===== src/rtl/fwd_ctrl.sv =====
// fwd_ctrl: ALU operand forwarding selects and load-use stall control for a 5-stage MIPS pipeline.
// Keeps a shadow copy of the destination info in ID/EX, EX/MEM and MEM/WB.
module fwd_ctrl #(
  parameter logic [5:0]  OP_ALU  = 6'd0,
  parameter logic [5:0]  OP_LW   = 6'd35,
  parameter logic [5:0]  OP_SW   = 6'd43,
  parameter logic [5:0]  OP_ADDI = 6'd8,
  parameter logic [5:0]  OP_J    = 6'd2,
  parameter logic [5:0]  OP_JAL  = 6'd3,
  parameter int unsigned CNT_W   = 16
) (
  input  logic             clock,
  input  logic             reset,
  input  logic [31:0]      ifid_ir,
  input  logic             flush,
  output logic [1:0]       fa,
  output logic [1:0]       fb,
  output logic             stall,
  output logic             pc_write,
  output logic             ifid_write,
  output logic [5:0]       idex_op,
  output logic [CNT_W-1:0] stall_count
);

  typedef struct packed {
    logic [5:0] op;
    logic [4:0] rs;
    logic [4:0] rt;
    logic [4:0] dest;
    logic       regwrite;
    logic       isload;
    logic       uses_rs;
    logic       uses_rt;
  } stage_t;

  localparam stage_t Bubble = {6'h3F, 19'd0};

  stage_t           dec;
  stage_t           idex_d, idex_q;
  logic [4:0]       exmem_dest_d, exmem_dest_q;
  logic             exmem_rw_d, exmem_rw_q;
  logic             exmem_ld_d, exmem_ld_q;
  logic [4:0]       memwb_dest_d, memwb_dest_q;
  logic             memwb_rw_d, memwb_rw_q;
  logic [CNT_W-1:0] stall_count_d, stall_count_q;
  logic             unused_ir;

  assign unused_ir = ^ifid_ir[10:0];

  always_comb begin
    dec    = Bubble;
    dec.op = ifid_ir[31:26];
    dec.rs = ifid_ir[25:21];
    dec.rt = ifid_ir[20:16];
    case (dec.op)
      OP_ALU: begin
        dec.dest     = ifid_ir[15:11];
        dec.regwrite = 1'b1;
        dec.uses_rs  = 1'b1;
        dec.uses_rt  = 1'b1;
      end
      OP_LW: begin
        dec.dest     = ifid_ir[20:16];
        dec.regwrite = 1'b1;
        dec.isload   = 1'b1;
        dec.uses_rs  = 1'b1;
      end
      OP_SW: begin
        dec.uses_rs = 1'b1;
        dec.uses_rt = 1'b1;
      end
      OP_ADDI: begin
        dec.dest     = ifid_ir[20:16];
        dec.regwrite = 1'b1;
        dec.uses_rs  = 1'b1;
      end
      OP_JAL: begin
        dec.dest     = 5'd31;
        dec.regwrite = 1'b1;
      end
      OP_J:    ;
      default: ;
    endcase
  end

  // A load in EX/MEM has no data yet, so it is skipped and MEM/WB gets a chance.
  function automatic logic [1:0] fwd_sel(input logic       used,
                                         input logic [4:0] src,
                                         input logic       em_rw,
                                         input logic       em_ld,
                                         input logic [4:0] em_dest,
                                         input logic       mw_rw,
                                         input logic [4:0] mw_dest);
    logic [1:0] sel;
    sel = 2'b00;
    if (used && em_rw && !em_ld && em_dest != 5'd0 && em_dest == src) begin
      sel = 2'b10;
    end else if (used && mw_rw && mw_dest != 5'd0 && mw_dest == src) begin
      sel = 2'b01;
    end
    return sel;
  endfunction

  always_comb begin
    fa = fwd_sel(idex_q.uses_rs, idex_q.rs, exmem_rw_q, exmem_ld_q, exmem_dest_q,
                 memwb_rw_q, memwb_dest_q);
    fb = fwd_sel(idex_q.uses_rt, idex_q.rt, exmem_rw_q, exmem_ld_q, exmem_dest_q,
                 memwb_rw_q, memwb_dest_q);
  end

  always_comb begin
    stall = idex_q.isload && idex_q.dest != 5'd0 &&
            ((dec.uses_rs && dec.rs == idex_q.dest) ||
             (dec.uses_rt && dec.rt == idex_q.dest));
    pc_write    = ~stall;
    ifid_write  = ~stall;
    idex_op     = idex_q.op;
    stall_count = stall_count_q;
  end

  always_comb begin
    idex_d        = (flush || stall) ? Bubble : dec;
    exmem_dest_d  = idex_q.dest;
    exmem_rw_d    = idex_q.regwrite;
    exmem_ld_d    = idex_q.isload;
    memwb_dest_d  = exmem_dest_q;
    memwb_rw_d    = exmem_rw_q;
    stall_count_d = stall_count_q;
    if (stall && stall_count_q != {CNT_W{1'b1}}) begin
      stall_count_d = stall_count_q + 1'b1;
    end
  end

  always_ff @(posedge clock) begin
    if (reset) begin
      idex_q        <= Bubble;
      exmem_dest_q  <= '0;
      exmem_rw_q    <= 1'b0;
      exmem_ld_q    <= 1'b0;
      memwb_dest_q  <= '0;
      memwb_rw_q    <= 1'b0;
      stall_count_q <= '0;
    end else begin
      idex_q        <= idex_d;
      exmem_dest_q  <= exmem_dest_d;
      exmem_rw_q    <= exmem_rw_d;
      exmem_ld_q    <= exmem_ld_d;
      memwb_dest_q  <= memwb_dest_d;
      memwb_rw_q    <= memwb_rw_d;
      stall_count_q <= stall_count_d;
    end
  end

endmodule


===== config.mk =====
export PLATFORM = sky130hd
export DESIGN_NAME = fwd_ctrl
export DESIGN_NICKNAME = d
export VERILOG_FILES = /design/src/rtl/fwd_ctrl.sv
export SDC_FILE = /design/constraint.sdc
export NUM_CORES = 1
export LEC_CHECK = 0
export ABC_CLOCK_PERIOD_IN_PS = 3400
export BUFFER_PORTS_ARGS = -buffer_cell sky130_fd_sc_hd__buf_2
export CORE_ASPECT_RATIO = 0.75
export CORE_MARGIN = 3
export CORE_UTILIZATION = 50
export CTS_BUF_LIST = sky130_fd_sc_hd__clkbuf_4 sky130_fd_sc_hd__clkbuf_8 sky130_fd_sc_hd__clkbuf_16
export DETAILED_ROUTE_END_ITERATION = 7
export PLACE_DENSITY = 0.76
export SLEW_MARGIN = 40
export SYNTH_ARGS = -nofsm -noshare
export SYNTH_HDL_FRONTEND = slang
export SYNTH_SLANG_ARGS = --single-unit

===== constraint.sdc =====
create_clock -name clock -period 3.4 [get_ports clock]
set_input_delay 0.51 -clock clock [delete_from_list [all_inputs] [get_ports clock]]
set_output_delay 0.51 -clock clock [all_outputs]
set_load 0.01 [all_outputs]

# [Yosys cells after proc, flatten, opt, wreduce, memory -nomap -nowiden]
# Cells that the tools add are included.
[word_totals] elab_cells=65 inputBits=35 reg_bits=54 out_inout_bits=29
[classes] n_mux=8 reduce_logical=30 n_eq_ne=11 n_bitwise=1 n_addsub=1
[ops] op="$eq 5x5->1" n=6
[ops] op="$logic_and 1x1->1" n=19
[ops] op="$pmux 6 s3" n=1
[ops] op="$add 16x1->16 const B" n=1
[ops] op="$ne 16x16->1 const B" n=1
[ops] op="$reduce_bool 5->1" n=3
[ops] op="$eq 6x6->1 const B" n=2
[ops] op="$eq 6x2->1 const B" n=1
[ops] op="$eq 6x4->1 const B" n=1
[ops] op="$logic_not 6->1" n=1
[ops] op="$reduce_or 2->1" n=3
[ops] op="$mux 1" n=5
[ops] op="$mux 2" n=2
[ops] op="$reduce_or 4->1" n=1
[ops] op="$logic_or 1x1->1" n=2
[ops] op="$logic_not 1->1" n=1
[ops] op="$not 1->1" n=1

# [Logic depth before layout (Yosys ltp)]
[logic_depth] word_depth=8 mapped_depth=9 ltp_nobuf=7

# [Least setup slack after synthesis]
# Ideal clock, no wire load.
[synth_timing] path_kind="input port to output port" startpoint="input ifid_ir[30]" endpoint="output pc_write" path_buffers=2 path_slack_ns=1.198 stages=7 required_ns=2.890 t_arrival_ns=1.692 cell_sequence="or2_1 > buf_2 > o21bai_1 > nor2_1 > o21a_2 > inv_1 > buf_4"
[synth_via] elab_chain_cells=7 word_cells_on_any_way=13 classes_between="eq/ne (3); mux (2); bitwise (1); reduce/logical (7)"
[synth_lines] item="start, declared" line_no="14" rtl="input logic [31:0] ifid_ir,"
[synth_lines] item="$eq 6x4->1 (tied with other cells)" line_no="55" rtl="case (dec.op)"
[synth_lines] item="$reduce_or 4->1 (no line) or $reduce_or 2->1 (tied branches)"
[synth_lines] item="$mux 1" line_no="55"
[synth_lines] item="$logic_and 1x1->1 (on tied branches)" line_no="113, 114"
[synth_lines] item="$logic_or 1x1->1 *" line_no="113" rtl="((dec.uses_rs && dec.rs == idex_q.dest) ||"
[synth_lines] item="$logic_and 1x1->1 *" line_no="112" rtl="stall = idex_q.isload && idex_q.dest != 5'd0 &&"
[synth_lines] item="named net stall" line_no="18" rtl="output logic stall,"
[synth_lines] item="$not 1->1 *"
[synth_lines] item="end, declared" line_no="19" rtl="output logic pc_write,"
# The timed path passes the listed nets; every way through them passes the cells marked *.

# [Final worst setup path]
[layout_timing] startpoint="input ifid_ir[30]" endpoint="output pc_write"
[layout_via] elab_chain_cells=7 word_cells_on_any_way=13 classes_between="eq/ne (3); mux (2); bitwise (1); reduce/logical (7)"
[layout_lines] item="$eq 6x4->1 (tied with other cells)" line_no="55"
[layout_lines] item="$reduce_or 4->1 (no line) or $reduce_or 2->1 (tied branches)"
[layout_lines] item="$mux 1" line_no="55"
[layout_lines] item="$logic_and 1x1->1 (on tied branches)" line_no="113, 114"
[layout_lines] item="$logic_or 1x1->1 *" line_no="113"
[layout_lines] item="$logic_and 1x1->1 *" line_no="112"
[layout_lines] item="$not 1->1 *" line_no="115" rtl="pc_write = ~stall;"
# Mark *: on every way between the ends. The rest lies on a longest branch, timed or not.

==> flow_summary.ini <==
[sta]
hold_viol_final = 0
tns_ps = 0
slew_viol_final = 0
setup_viol = 0
fin_crit_sh_pct = 73.8
min_period_ps = 2510
hold_ws_ps = 397
clock.fmax_ghz = 0.399
max-slew-margin-rel_pct = 58.6
skew_ps = 10.5
worstMarginPinSlew_ps = 617
rsz0062_at_grt = no
setup_slack_ps = 891

[clocking]
clockBufferDepth = 2
insertion_delay_ps = 310
cts_buffers = 5
htreeDepth = 2
cts_resized = 0
clk_pin_slew_ps = 90
hold_buffers = 0
clock-sinks = 54
cts_tree = yes
post_cts_buffers = 0
clockRootBuffer = clkbuf_8

[pwr]
power_leakage_nw = 1.07
p_clk_share_pct = 34.2
power_frac_comb_pct = 6.5
p_sw_mw = 0.252
p_int_mw = 0.842
power_per_cell_area_nw_per_um2 = 398
switching_share_pct = 23.0
sequentialPowerShare_pct = 59.3
power.total_mw = 1.09
ir_drop_mv = 0.251

[synth]
yosysMostFrequentCell = dfxtp_1
yosys_warnings = 0
async_flop_share_pct = 0
syn_nets = 292
ys_seq_area_share_pct = 45.1
ys_ff_latch = 54
synthFlopType = dfxtp_1
synth_area_um2 = 2400
synth_area_per_cell_um2 = 9.37
synth_area_leader_cell = dfxtp_1
synth_common_cells = dfxtp_1, xnor2_1, nor2_1, nor2b_1
synth_top_cell_area_share_pct = 45.1
synth_enable_flop_cells = 0
syn_inst = 256
synth_cell_types = 41
synthTopCellsByArea = dfxtp_1, xnor2_1, xor2_1

[global_route]
grt_pass1_vias = 1788
grt_max_degree = 33
grt.total_usage_pct = 18.8
antenna_found_initial = 0
met2_usage_pct = 28.2
grt_pass1_wl_um = 8370
grt-busiest-layer = met2
grt.met1_usage_pct = 27.2
grt_util_met3_pct = 3.61
grt.overflow.total = 0

[detailed_routing]
routed_wire_length_per_instance_um = 14.0
ant_nets = 0
viasPerCell = 5.21
wl_um = 5040
vias = 1871
first_pass_iters = 4
drc_errors = 0
drtIter0Drc = 94

[setup_path]
rr_startpoint = exmem_dest_d[1]
critical_path_class = in -> out
worst_path_most_repeated_cell = buf_2
ff2ff_setup_slack_ps = 1210
critPathBufInv = 3
cpLargestDelayFamily = simple AND/OR/NAND/NOR gates
timing.rr.end = exmem_rw_d
cp_slowest_cell = or2_1
cp_max_fo = 8
cp.required_ps = 2890
arrival_ps = 2000
cp-end-kind = output port
cpPeakStageDelay_ps = 370
cp-start-kind = primary input
reg2regPathDepth = 6
crit_path_cell_trace = buf_2 > or2_1 > o21bai_1 > nor2_1 > o21a_2 > inv_1 > buf_2

[final_layout]
final_cell_count_no_fill = 359
fillCellCount = 385
synthToLayoutAreaGrowth_pct = 14.4
num_antenna_cells = 0
finalInstanceArea_um2 = 2750
drive_gt1_share_pct = 23.5
fin_nets = 337
postLayoutCoreUtil_pct = 60.4
seqCellArea_um2 = 1080
multi_input_area_um2 = 1220

[worst_hold_path]
hold_path_depth = 2
hold_path_class = in -> reg
min_from = ifid_ir[30]
hold_end = idex_op[4]

[place]
place_ws_ps = 724
place_area_um2 = 2640
port_buffers = 52
dp_cells = 351
dpl.hpwl_um = 3820
routabilityCongestion = 0.796

[status]
outcome = finished clean

[die]
die_w_um = 86.0
die-height_um = 66.0
core_um2 = 4550
die_area_um2 = 5670
ios = 64
initial_utilization_pct = 52.8
rows = 21

[run]
drv_cap = 0
-- kinds of logic (layout without fill, tap and decap cells) --
logic type                 after synthesis  after routing  synth area share, %
buffers and inverters                   17             63                 4.54
and+or+nand+nor                        110            110                 26.9
muxes                                    2              2                0.835
DFF                                     54             54                 45.1
xor gates and xnor gates                31             31                 11.3
AOI/OAI and AO/OA                       41             41                 10.8
adders and majority gates                1              1                0.522
-- sequential cells by signal, summed over array words and instances (netlist names) --
signal and flops:
stall_count 16, idex_q 12, idex_op 6, exmem_dest_d 5, exmem_dest_q 5, memwb_dest_q 5, exmem_ld_d 1, exmem_ld_q 1
exmem_rw_d 1, exmem_rw_q 1, memwb_rw_q 1
-- power groups by stage --
stage	registers, mW	logic (mW)	clock network (mW)
6_report	0.648	0.0714	0.374
4_1_cts	0.648	0.0717	0.386
2_1_floorplan	0.661	0.0468	0
3_5_place_dp	0.663	0.0716	0
5_1_grt	0.649	0.0792	0.408
3_3_place_gp	0.663	0.0703	0
-- final cells by class --
class | instances | share of cell area [%]
Clock inverter | 2 | 0.638
Tap cell | 57 | 2.60
Inverter | 2 | 0.273
Clock buffer | 6 | 3.01
Timing Repair Buffer | 53 | 9.75
Sequential cell | 54 | 39.4
Multi-Input combinational cell | 185 | 44.3
-- cells in the final DEF (no fill, tap or decap), drive strengths merged, types with 2 or more instances in the layout --
master	instances
a21oi	13
a221oi	5
and2	10
and3	2
buf	53
clkbuf	6
clkinv	2
dfxtp	54
inv	2
mux2i	2
nand2	11
nand2b	6
nand3	7
nand4	6
nor2	15
nor2b	15
nor3	11
nor4	4
o21ai	14
o31ai	2
or2	3
or3	13
or4	5
xnor2	19
xor2	12
-- worst max-delay path by stage --
stage,startpoint,end,cells past startpoint
after floorplan,ifid_ir[30],pc_write,7
after global placement,ifid_ir[30],stall_count[5],7
after detailed placement,ifid_ir[30],stall_count[5],7
after CTS,ifid_ir[30],pc_write,7
after global routing,ifid_ir[30],pc_write,7
final,ifid_ir[30],pc_write,7
-- layer usage --
| metal | wire length (um) | part of all wire, % | up-vias |
|---|---|---|---|
| met3 | 234 | 4.6 | 2 |
| met5 | 0 | 0 | - |
| li1 | - | - | 980 |
| met4 | 19 | 0.38 | 0 |
| met2 | 2180 | 43 | 46 |
| met1 | 2610 | 52 | 843 |
No activity file was read; power rests on OpenSTA's default activity.
